### src/rtl/idex_stage.sv
// -----------------------------------------------------------------------------
// idex_stage: decode-to-execute pipeline register of the rvpipe core.
//
// Captures the register-file read operands and the decode fields every cycle
// and presents them to the execute stage one cycle later. Supports stall
// (hold) and flush (bubble). While stalled, the held operands track
// writebacks to their source registers. The register file commits on the
// falling edge, so without this tracking a held value would go stale.
//
// Ports:
//   clk, reset              core clock, asynchronous active-high reset
//   stall_e, flush_e        hold / bubble controls (flush has priority)
//   valid_d, ctrl_d         decode valid flag and opaque control bundle
//                           (ctrl bit 0 = regwrite)
//   pc_d, imm_d             instruction PC and extended immediate
//   rs1_d, rs2_d, rd_d      source / destination register addresses
//   rd1_d, rd2_d            register-file read data
//   wb_we, wb_rd, wb_wd     writeback port (same as regfile we3/a3/wd3)
//   *_e                     registered copies presented to execute
// -----------------------------------------------------------------------------
module idex_stage #(
    parameter int unsigned XLEN   = 32,
    parameter int unsigned CTRL_W = 12
) (
    input  logic              clk,
    input  logic              reset,
    input  logic              stall_e,
    input  logic              flush_e,
    input  logic              valid_d,
    input  logic [CTRL_W-1:0] ctrl_d,
    input  logic [XLEN-1:0]   pc_d,
    input  logic [XLEN-1:0]   imm_d,
    input  logic [4:0]        rs1_d,
    input  logic [4:0]        rs2_d,
    input  logic [4:0]        rd_d,
    input  logic [XLEN-1:0]   rd1_d,
    input  logic [XLEN-1:0]   rd2_d,
    input  logic              wb_we,
    input  logic [4:0]        wb_rd,
    input  logic [XLEN-1:0]   wb_wd,
    output logic              valid_e,
    output logic [CTRL_W-1:0] ctrl_e,
    output logic [XLEN-1:0]   pc_e,
    output logic [XLEN-1:0]   imm_e,
    output logic [XLEN-1:0]   rd1_e,
    output logic [XLEN-1:0]   rd2_e,
    output logic [4:0]        rs1_e,
    output logic [4:0]        rs2_e,
    output logic [4:0]        rd_e
);

    localparam int unsigned REG_AW = 5;
    localparam logic [REG_AW-1:0] REG_X0 = REG_AW'(0);

    // next-state values of the stage register
    logic              valid_n;
    logic [CTRL_W-1:0] ctrl_n;
    logic [XLEN-1:0]   pc_n;
    logic [XLEN-1:0]   imm_n;
    logic [XLEN-1:0]   rd1_n;
    logic [XLEN-1:0]   rd2_n;
    logic [4:0]        rs1_n;
    logic [4:0]        rs2_n;
    logic [4:0]        rd_n;

    // writeback hits a held source operand (x0 is hardwired to zero, never patched)
    logic wb_live_c;
    logic patch1_c;
    logic patch2_c;

    always_comb begin
        wb_live_c = wb_we && (wb_rd != REG_X0) && valid_e;
        patch1_c  = wb_live_c && (wb_rd == rs1_e);
        patch2_c  = wb_live_c && (wb_rd == rs2_e);
    end

    // next-state selection: flush > stall (with operand patch) > load
    always_comb begin
        valid_n = valid_e;
        ctrl_n  = ctrl_e;
        pc_n    = pc_e;
        imm_n   = imm_e;
        rd1_n   = rd1_e;
        rd2_n   = rd2_e;
        rs1_n   = rs1_e;
        rs2_n   = rs2_e;
        rd_n    = rd_e;

        if (flush_e) begin
            valid_n = 1'b0;
            ctrl_n  = '0;
            pc_n    = '0;
            imm_n   = '0;
            rd1_n   = '0;
            rd2_n   = '0;
            rs1_n   = '0;
            rs2_n   = '0;
            rd_n    = '0;
        end else if (stall_e) begin
            // both operands may be patched by the same write
            if (patch1_c) begin
                rd1_n = wb_wd;
            end
            if (patch2_c) begin
                rd2_n = wb_wd;
            end
        end else begin
            // no bypass here: rd1_d/rd2_d already include this cycle's write
            valid_n = valid_d;
            ctrl_n  = valid_d ? ctrl_d : '0;
            pc_n    = pc_d;
            imm_n   = imm_d;
            rd1_n   = rd1_d;
            rd2_n   = rd2_d;
            rs1_n   = rs1_d;
            rs2_n   = rs2_d;
            rd_n    = rd_d;
        end
    end

    // stage register
    always_ff @(posedge clk or posedge reset) begin
        if (reset) begin
            valid_e <= 1'b0;
            ctrl_e  <= '0;
            pc_e    <= '0;
            imm_e   <= '0;
            rd1_e   <= '0;
            rd2_e   <= '0;
            rs1_e   <= '0;
            rs2_e   <= '0;
            rd_e    <= '0;
        end else begin
            valid_e <= valid_n;
            ctrl_e  <= ctrl_n;
            pc_e    <= pc_n;
            imm_e   <= imm_n;
            rd1_e   <= rd1_n;
            rd2_e   <= rd2_n;
            rs1_e   <= rs1_n;
            rs2_e   <= rs2_n;
            rd_e    <= rd_n;
        end
    end

endmodule

### config.mk
export PLATFORM = sky130hd
export DESIGN_NAME = idex_stage
export DESIGN_NICKNAME = d
export VERILOG_FILES = /design/src/rtl/idex_stage.sv
export SDC_FILE = /design/constraint.sdc
export NUM_CORES = 1
export LEC_CHECK = 0
export CAP_MARGIN = 40
export CORE_ASPECT_RATIO = 0.6
export CORE_MARGIN = 4
export CORE_UTILIZATION = 44
export CTS_CLUSTER_DIAMETER = 150
export DETAILED_ROUTE_END_ITERATION = 10
export PLACE_DENSITY = 0.83
export SLEW_MARGIN = 20
export SYNTH_ARGS = -nofsm -noshare
export SYNTH_HDL_FRONTEND = slang
export SYNTH_SLANG_ARGS = --single-unit
export TNS_END_PERCENT = 5
### constraint.sdc
create_clock -name clk -period 13.4 [get_ports clk]
set_input_delay 2.68 -clock clk [delete_from_list [all_inputs] [get_ports clk]]
set_output_delay 2.68 -clock clk [all_outputs]
set_load 0.02 [all_outputs]
==> results of run 1 <==
## placed cells by master, fill, tap and decap left out, drive strengths merged
master / n
nand2b: 64
nor2: 93
inv: 8
xnor2: 8
a21oi: 66
xor2: 2
mux2i: 79
nand3: 2
clkinv: 7
mux2: 64
clkbuf: 17
dfrtp: 156
and2b: 1
nor2b: 1
a22oi: 11
bufinv: 1
buf: 13
or4: 1
clkdlybuf4s50: 351
o41ai: 1
o31ai: 1
nand2: 34
o211ai: 1
## worst max-delay path: stages
cell and delay, ns:
clkdlybuf4s50_1 0.59, xnor2_1 0.14, nand3_1 0.16, o41ai_4 0.35, buf_4 0.56, mux2_2 0.40
## layer usage
| layer | up-vias | part of all wire [%] |
|---|---|---|
| met3 | 28 | 8.4 |
| met5 | - | 0.049 |
| met4 | 2 | 1.9 |
| li1 | 2804 | - |
| met1 | 2874 | 41 |
| met2 | 220 | 49 |
## cells by family (layout without fill, tap and decap cells)
group                     count (synthesis)  in the layout  share of synthesized area, %
AOI/OAI and AO/OA                        80             80                         6.569
muxes                                   143            143                         23.62
xor gates and xnor gates                 10             10                         1.191
and+or+nand+nor                         196            196                         12.42
buffers and inverters                    46            397                         3.097
DFF                                     156            156                         53.10
## power by group
group / total (µW) / leakage [µW] / internal, µW / switching (µW)
clock network: 476 / 0.000291 / 264 / 212
registers: 521 / 0.00206 / 502 / 19.6
logic: 282 / 0.00301 / 157 / 125
## final cells by class
class / instances / area, µm² / area share (%)
Tap cell: 228 / 285.3 / 2.436
Sequential cell: 156 / 3904 / 33.33
Clock buffer: 17 / 425.4 / 3.632
Timing Repair Buffer: 364 / 3707 / 31.66
Multi-Input combinational cell: 429 / 3221 / 27.50
Inverter: 1 / 8.758 / 0.07479
Clock inverter: 15 / 160.2 / 1.368
## worst max-delay path by stage
stage,start,end,slack [ns],cells past startpoint
floorplan,reset,ctrl_e[0]$_DFFE_PP0P_,6.51,1
global placement,stall_e,ctrl_e[8]$_DFFE_PP0P_,8.23,5
detailed placement,wb_rd[0],rd2_e[27]$_DFFE_PP0P_,8.38,6
CTS,wb_rd[0],rd2_e[27]$_DFFE_PP0P_,8.79,6
global route,wb_rd[0],rd2_e[26]$_DFFE_PP0P_,8.70,6
finish,wb_rd[0],rd2_e[27]$_DFFE_PP0P_,8.77,6
## metrics by stage
step	cell area (µm²)	total power (µW)	worst slack (ns)
CTS	11680	1293	8.790
global route	11710	1333	8.704
global placement	10990	803.7	8.229
detailed placement	11090	812.1	8.379
floorplan	7352	662.5	6.513
finish	11710	1280	8.768
## registers in the layout, summed over array words and instances, names as in the netlist
register  flops
rd_e          5
imm_e        32
rs1_e         5
rd1_e        32
rd2_e        32
rs2_e         5
pc_e         32
valid_e       1
ctrl_e       12
==> impl_metrics.toml, run 1 <==
[run_status]
status = "finished, final reports clean"

[floorplan]
initial_core_util_pct = 45.09
rows = 36
io_pins = 354
die_h_um = 108.1
dieWidth_um = 174.9
die_area_mm2 = 0.01891
core-area_mm2 = 0.01631

[synthesis]
ys_seq_area_share_pct = 53.10
synth_flop_cell = "dfrtp_1"
synth_cell_type_count = 23
synthCells = 631
ys_seq_elements = 156
yosysTopAreaCell = "dfrtp_1"
synth_area_leaders = "dfrtp_1 (53%), mux2_4 (12%), mux2i_1 (11%)"
syn-mean-instance-area_um2 = 11.65
synth_most_common_cell = "dfrtp_1"
ys_warn_count = 0
synth_nets = 829
synth_top_area_share_pct = 53.10
synthesis.area_mm2 = 0.007352
synth_commonest_cells = "dfrtp_1 (156), nor2_1 (93), mux2i_1 (79)"
synth_enable_flop_cells = 0
synth-async-reset-ratio_pct = 100.0

[worst_hold_path]
min-delay-start = "rd1_e[14]$_DFFE_PP0P_"
hold_path.class = "flop to flop"
holdPathStages = 1
min_to = "rd1_e[14]$_DFFE_PP0P_"

[global_routing]
grt_usage_pct = 23.20
gr-usage-met1_pct = 28.12
antenna_found_initial = 1
met2_usage_pct = 39.33
grt_overflow_total = 0
grt_pass1_vias = 6070
grt.busiest_layer = "met2"
grt_use_met3_pct = 8.665
grt_pass1_wl_um = 34270
grt_max_degree = 90

[critical_path]
r2r-end = "rd2_e[27]$_DFFE_PP0P_"
end_kind = "flop"
rr_worst_depth = 5
critPathKind = "primary input to flop"
path_max_fanout = 32
timing.rr.start = "rs2_e[4]$_DFFE_PP0P_"
required_ns = 13.69
arrival_ns = 4.93
r2r_slack_ns = 11.22
cp-start-kind = "primary input"

[drt]
vias_per_cell = 4.899
via_count = 5928
ant_nets = 0
drt-initial-drc-count = 400
drc_errors = 0
wl_um = 22670
wl_per_cell_um = 18.74
firstDrtPassIters = 5

[pwr]
peakVddDrop_mv = 0.06290
leakagePower_uw = 0.005363
powerDensity_mw_per_mm2 = 109.3

[clock_network]
clock_latency_ns = 0.41
clk_path_buf_depth = 2
clkSinkCount = 156
cts_tree = "built"
cts.repair.resized = 0
holdBufCountCts = 0
cts_root_buf = "clkbuf_16"
cts_buffers = 17
clk_pin_slew_ns = 0.07
cts_setup_buffers = 0
cts.htree.levels = 4

[timing]
tightest_slew_ns = 0.6762
clock_skew_ns = 0.01397
final.setup.tns_ns = 0
min_period_ns = 4.632
max_slew_margin_pct = 54.92
holdWs_ns = 0.5100
min_period_over_period_pct = 34.57
rsz0062_at_grt = "false"
slew_violations = 0
fmax_mhz = 215.9
setup_viol = 0
hold_viol = 0

[finish]
final_cells = 1210
fin_nets = 1167
area_growth_pct = 59.29
drive_above_1_share_pct = 11.71
diodes = 0
utilization_pct = 71.82
num-fill-cells = 1207

[placed_design]
routabilityCongestion = 0.8127
dp.cells = 1176
hpwl_um = 16660
port_buffers = 353

[job]
maxCapViolCount = 0
No activity file was read; power rests on OpenSTA's default activity.
==> run 2: changes to the inputs <==
--- a/config.mk
+++ b/config.mk
@@ -8,10 +8,10 @@
 export CAP_MARGIN = 40
 export CORE_ASPECT_RATIO = 0.6
 export CORE_MARGIN = 4
-export CORE_UTILIZATION = 44
+export CORE_UTILIZATION = 37
 export CTS_CLUSTER_DIAMETER = 150
 export DETAILED_ROUTE_END_ITERATION = 10
-export PLACE_DENSITY = 0.83
+export PLACE_DENSITY = 0.74
 export SLEW_MARGIN = 20
 export SYNTH_ARGS = -nofsm -noshare
 export SYNTH_HDL_FRONTEND = slang
==> constraint.sdc (replaced) <==
create_clock -name clk -period 3.96 [get_ports clk]
set_input_delay 0.792 -clock clk [delete_from_list [all_inputs] [get_ports clk]]
set_output_delay 0.792 -clock clk [all_outputs]
set_load 0.02 [all_outputs]
==> impl_metrics.toml, run 2 (synthesis gave the netlist of run 1 again) <==
[run_status]
status = "finished, final reports clean"

[timing]
hold_viol = 0
max_slew_margin_pct = 51.70
holdWs_ns = 0.5081
rsz0062_at_grt = "false"
setup_viol = 0
fmax_mhz = 382.4
final.setup.tns_ns = 0
tightest_slew_ns = 0.7229
min_period_ns = 2.615
min_period_over_period_pct = 66.04
clock_skew_ns = 0.006056
slew_violations = 0

[drt]
wl_um = 23440
via_count = 5974
drc_errors = 0
vias_per_cell = 4.798
wl_per_cell_um = 18.83
drt-initial-drc-count = 280
ant_nets = 0
firstDrtPassIters = 4

[finish]
mostFrequentLayoutCell = "clkdlybuf4s50_1"
diodes = 0
final_cell_mix = "clkdlybuf4s50_1 (351), dfrtp_1 (156), nor2_1 (93)"
fin_nets = 1164
drive_above_1_share_pct = 11.34
num-fill-cells = 1562
area_growth_pct = 59.07
final_area_mm2 = 0.01170

[placed_design]
routabilityCongestion = 0.8002
post_dp_cell_area_mm2 = 0.01111
port_buffers = 353
hpwl_um = 17050

[clock_network]
cts.repair.resized = 0
clkSinkCount = 156
clk_path_buf_depth = 2
cts.htree.levels = 4
cts_tree = "built"
cts_buffers = 17
clk_pin_slew_ns = 0.06
clock_latency_ns = 0.42
cts_setup_buffers = 0
holdBufCountCts = 0
cts_root_buf = "clkbuf_16"

[pwr]
power_frac_comb_pct = 21.8
leakagePower_uw = 0.005325
intPower_uw = 3199
peakVddDrop_mv = 0.2564
seqPwrFrac_pct = 40.6
switching_share_pct = 26.54
p_clk_share_pct = 37.6
powerDensity_mw_per_mm2 = 372.4
p_sw_uw = 1156

[critical_path]
required_ns = 4.27
path_max_fanout = 32
cp-start-kind = "primary input"
arrival_ns = 2.92
critPathKind = "primary input to flop"
end_kind = "flop"

[floorplan]
initial_core_util_pct = 38.14
dieWidth_um = 190.0
core-area_mm2 = 0.01927
die_area_mm2 = 0.02226
io_pins = 354
die_h_um = 117.2
rows = 39

[global_routing]
grt_pass1_vias = 6088
grt_overflow_total = 0
grt_usage_pct = 20.48
grt_max_degree = 121
grt_pass1_wl_um = 35050
antenna_found_initial = 0

[worst_hold_path]
hold_path.class = "flop to flop"

[job]
maxCapViolCount = 0
## run 2: cell count changes in the layout (fill, tap and decap cells not counted), sizes merged
cell,delta
clkinvlp,+3
inv,-8
bufinv,+1
buf,-3
clkbuf,+4
## run 2: path summary, 6_finish.rpt
kind / slack (ns) / start / end / cells past startpoint
worst max-delay path: 1.34 / wb_rd[1] / rd1_e[19]$_DFFE_PP0P_ / 6
worst min-delay path: 0.51 / rd2_e[27]$_DFFE_PP0P_ / rd2_e[27]$_DFFE_PP0P_ / 1
worst max register to register: 1.92 / rs1_e[4]$_DFFE_PP0P_ / rd1_e[31]$_DFFE_PP0P_ / 5
worst min register to register: 0.51 / rd2_e[27]$_DFFE_PP0P_ / rd2_e[27]$_DFFE_PP0P_ / 1
max in group asynchronous: 2.69 / reset / rd1_e[27]$_DFFE_PP0P_ / 3
min in group asynchronous: 0.86 / reset / rs1_e[2]$_DFFE_PP0P_ / 3
## run 2: power groups by stage
stage          logic, µW  registers, µW  clock network, µW
2_1_floorplan        327           1920                  0
3_3_place_gp         943           1790                  0
3_5_place_dp         958           1790                  0
4_1_cts              961           1770               1680
5_1_grt             1010           1780               1740
6_report             950           1770               1640
## run 2: cell type report
| type | count | area [µm²] | share of cell area (%) |
|---|---|---|---|
| clock inverter | 11 | 117.6 | 1.006 |
| clock buffer | 21 | 470.5 | 4.023 |
| timing repair buffer | 361 | 3642 | 31.14 |
| inverter | 1 | 7.507 | 0.06419 |
| tap | 266 | 332.8 | 2.846 |
| sequential | 156 | 3904 | 33.38 |
| multi-input combinational | 429 | 3221 | 27.54 |
## run 2: metal layers
layer	GRT usage (%)	wire, µm	vias up
li1	-	-	2803
met1	26.09	9954	2932
met2	32.86	10980	220
met3	8.862	2293	19
met4	4.576	214	0
met5	0	0	-
## run 2: worst max-delay path, stage by stage
cell and delay, ns:
clkdlybuf4s50_1 0.47, or4_4 0.57, o211ai_4 0.25, o31ai_4 0.10, buf_4 0.33, mux2_4 0.38
## run 2: stage by stage
stage,worst slack [ns],cells,utilization (%),total power [µW]
detailed placement,0.9028,1213,57.62,2751
floorplan,1.195,631,-,2242
finish,1.345,1245,60.68,4355
global route,1.322,1245,60.68,4536
CTS,1.370,1245,60.68,4406
global placement,0.9489,1212,57.59,2737
==> run 3: changes to the inputs <==
--- a/config.mk
+++ b/config.mk
@@ -8,10 +8,10 @@
 export CAP_MARGIN = 40
 export CORE_ASPECT_RATIO = 0.6
 export CORE_MARGIN = 4
-export CORE_UTILIZATION = 37
+export CORE_UTILIZATION = 41
 export CTS_CLUSTER_DIAMETER = 150
 export DETAILED_ROUTE_END_ITERATION = 10
-export PLACE_DENSITY = 0.74
+export PLACE_DENSITY = 0.78
 export SLEW_MARGIN = 20
 export SYNTH_ARGS = -nofsm -noshare
 export SYNTH_HDL_FRONTEND = slang
==> constraint.sdc (replaced) <==
create_clock -name clk -period 2.62 [get_ports clk]
set_input_delay 0.524 -clock clk [delete_from_list [all_inputs] [get_ports clk]]
set_output_delay 0.524 -clock clk [all_outputs]
set_load 0.02 [all_outputs]
==> impl_metrics.toml, run 3 (synthesis gave the netlist of run 1 again) <==
[run_status]
status = "finished, final reports clean"

[worst_hold_path]
holdPathStages = 3
hold_path.class = "primary input to flop"

[clock_network]
cts.htree.levels = 4
cts.repair.resized = 0
cts_buffers = 17
holdBufCountCts = 0
clock_latency_ns = 0.41
cts_root_buf = "clkbuf_16"
clk_pin_slew_ns = 0.07
cts_tree = "built"
clk_path_buf_depth = 2
clkSinkCount = 156
cts_setup_buffers = 0

[finish]
area_growth_pct = 60.42
drive_above_1_share_pct = 12.23
mostFrequentLayoutCell = "clkdlybuf4s50_1"
final_cell_mix = "clkdlybuf4s50_1 (351), dfrtp_1 (156), nor2_1 (93)"
fin_nets = 1175
utilization_pct = 67.94

[global_routing]
grt_max_degree = 157
grt_usage_pct = 22.14
grt_pass1_wl_um = 35790
antenna_found_initial = 0
grt_pass1_vias = 6172
grt_overflow_total = 0

[floorplan]
io_pins = 354
initial_core_util_pct = 42.35
die_area_mm2 = 0.02021
rows = 37
core-area_mm2 = 0.01736
dieWidth_um = 180.9
die_h_um = 111.7

[critical_path]
cp_slowest_cell = "or4_4"
end_kind = "flop"
slowest_delay_ns = 0.57
cp-start-kind = "primary input"
critPathKind = "primary input to flop"
path_max_fanout = 10
path_cells = "clkdlybuf4s50_1 > or4_4 > o211ai_4 > o41ai_4 > buf_4 > mux2_4"
cp.buffers_inverters = 2
crit_family = "buffers and inverters"
arrival_ns = 2.51
required_ns = 2.91
r2r_slack_ns = 0.65
critical_path_depth = 6
rr_worst_depth = 5

[drt]
via_count = 5928
drc_errors = 0
firstDrtPassIters = 4
vias_per_cell = 4.843
wl_um = 22980
ant_nets = 0
wl_per_cell_um = 18.77
drt-initial-drc-count = 338

[timing]
min_period_ns = 2.219
min_period_over_period_pct = 84.70
rsz0062_at_grt = "false"
slew_violations = 0
setup_viol = 0
clock_skew_ns = 0.01412
max_slew_margin_pct = 51.71
holdWs_ns = 0.5099
hold_viol = 0
fmax_mhz = 450.6
tightest_slew_ns = 0.7243

[pwr]
leakagePower_uw = 0.005392
peakVddDrop_mv = 0.3978
powerDensity_mw_per_mm2 = 567.4

[placed_design]
routabilityCongestion = 0.8081
port_buffers = 353
hpwl_um = 16820

[job]
maxCapViolCount = 0
==> run 3: cell count changes in the layout (fill, tap and decap cells not counted), sizes merged <==
cell	delta
diode	+1
inv	+4
clkinv	-5
clkinvlp	+1
buf	+11
clkbuf	-2
bufinv	+1
==> run 3: cell type report <==
type / count / area (µm²)
fillers: 1316 / 5567
flip-flops and latches: 156 / 3904
repair buffers: 372 / 3762
multi-input cells: 429 / 3221
clock buffers: 19 / 442.9
well taps: 234 / 292.8
clock inverters: 12 / 161.4
inverters: 1 / 7.507
diodes: 1 / 2.502
==> run 3: worst paths after layout <==
| path | from | to |
|---|---|---|
| max | wb_rd[1] | rd2_e[5]$_DFFE_PP0P_ |
| min | stall_e | valid_e$_DFFE_PP0P_ |
| max reg2reg | rs2_e[0]$_DFFE_PP0P_ | rd2_e[26]$_DFFE_PP0P_ |
| min reg2reg | rd1_e[19]$_DFFE_PP0P_ | rd1_e[19]$_DFFE_PP0P_ |
| max in group asynchronous | reset | imm_e[11]$_DFFE_PP0P_ |
| min in group asynchronous | reset | rd2_e[0]$_DFFE_PP0P_ |
==> run 3: worst register-to-register path: stages, from the launching register on <==
cell,delay (ns)
dfrtp_1,0.43
xnor2_1,0.16
nand3_1,0.14
o41ai_4,0.49
buf_12,0.27
mux2_2,0.38
==> run 3: through the flow <==
stage | instance area, µm² | total power [µW] | TNS (ns) | worst slack, ns | std cells
floorplan | 7356 | 3389 | 0 | 0.1231 | 631
global placement | 11180 | 4151 | 0 | 0.0004765 | 1191
detailed placement | 11190 | 4170 | -0.1511 | -0.01836 | 1192
CTS | 11790 | 6758 | 0 | 0.4107 | 1223
global route | 11790 | 6961 | 0 | 0.3683 | 1223
finish | 11790 | 6692 | 0 | 0.4009 | 1224
==> run 3: power breakdown <==
part | switching (µW) | internal (µW)
Combinational | 641 | 810
Sequential | 104 | 2570
Clock | 1030 | 1540
Total | 1780 | 4910
==> run 3: routing by layer <==
layer  global-route usage, %  vias to the layer above  wire [µm]
met5                       0                        -          0
met4                   4.028                        0        233
met3                   7.966                       14       1891
met2                   36.47                      226      10930
met1                   28.67                     2862       9921
li1                        -                     2826          -
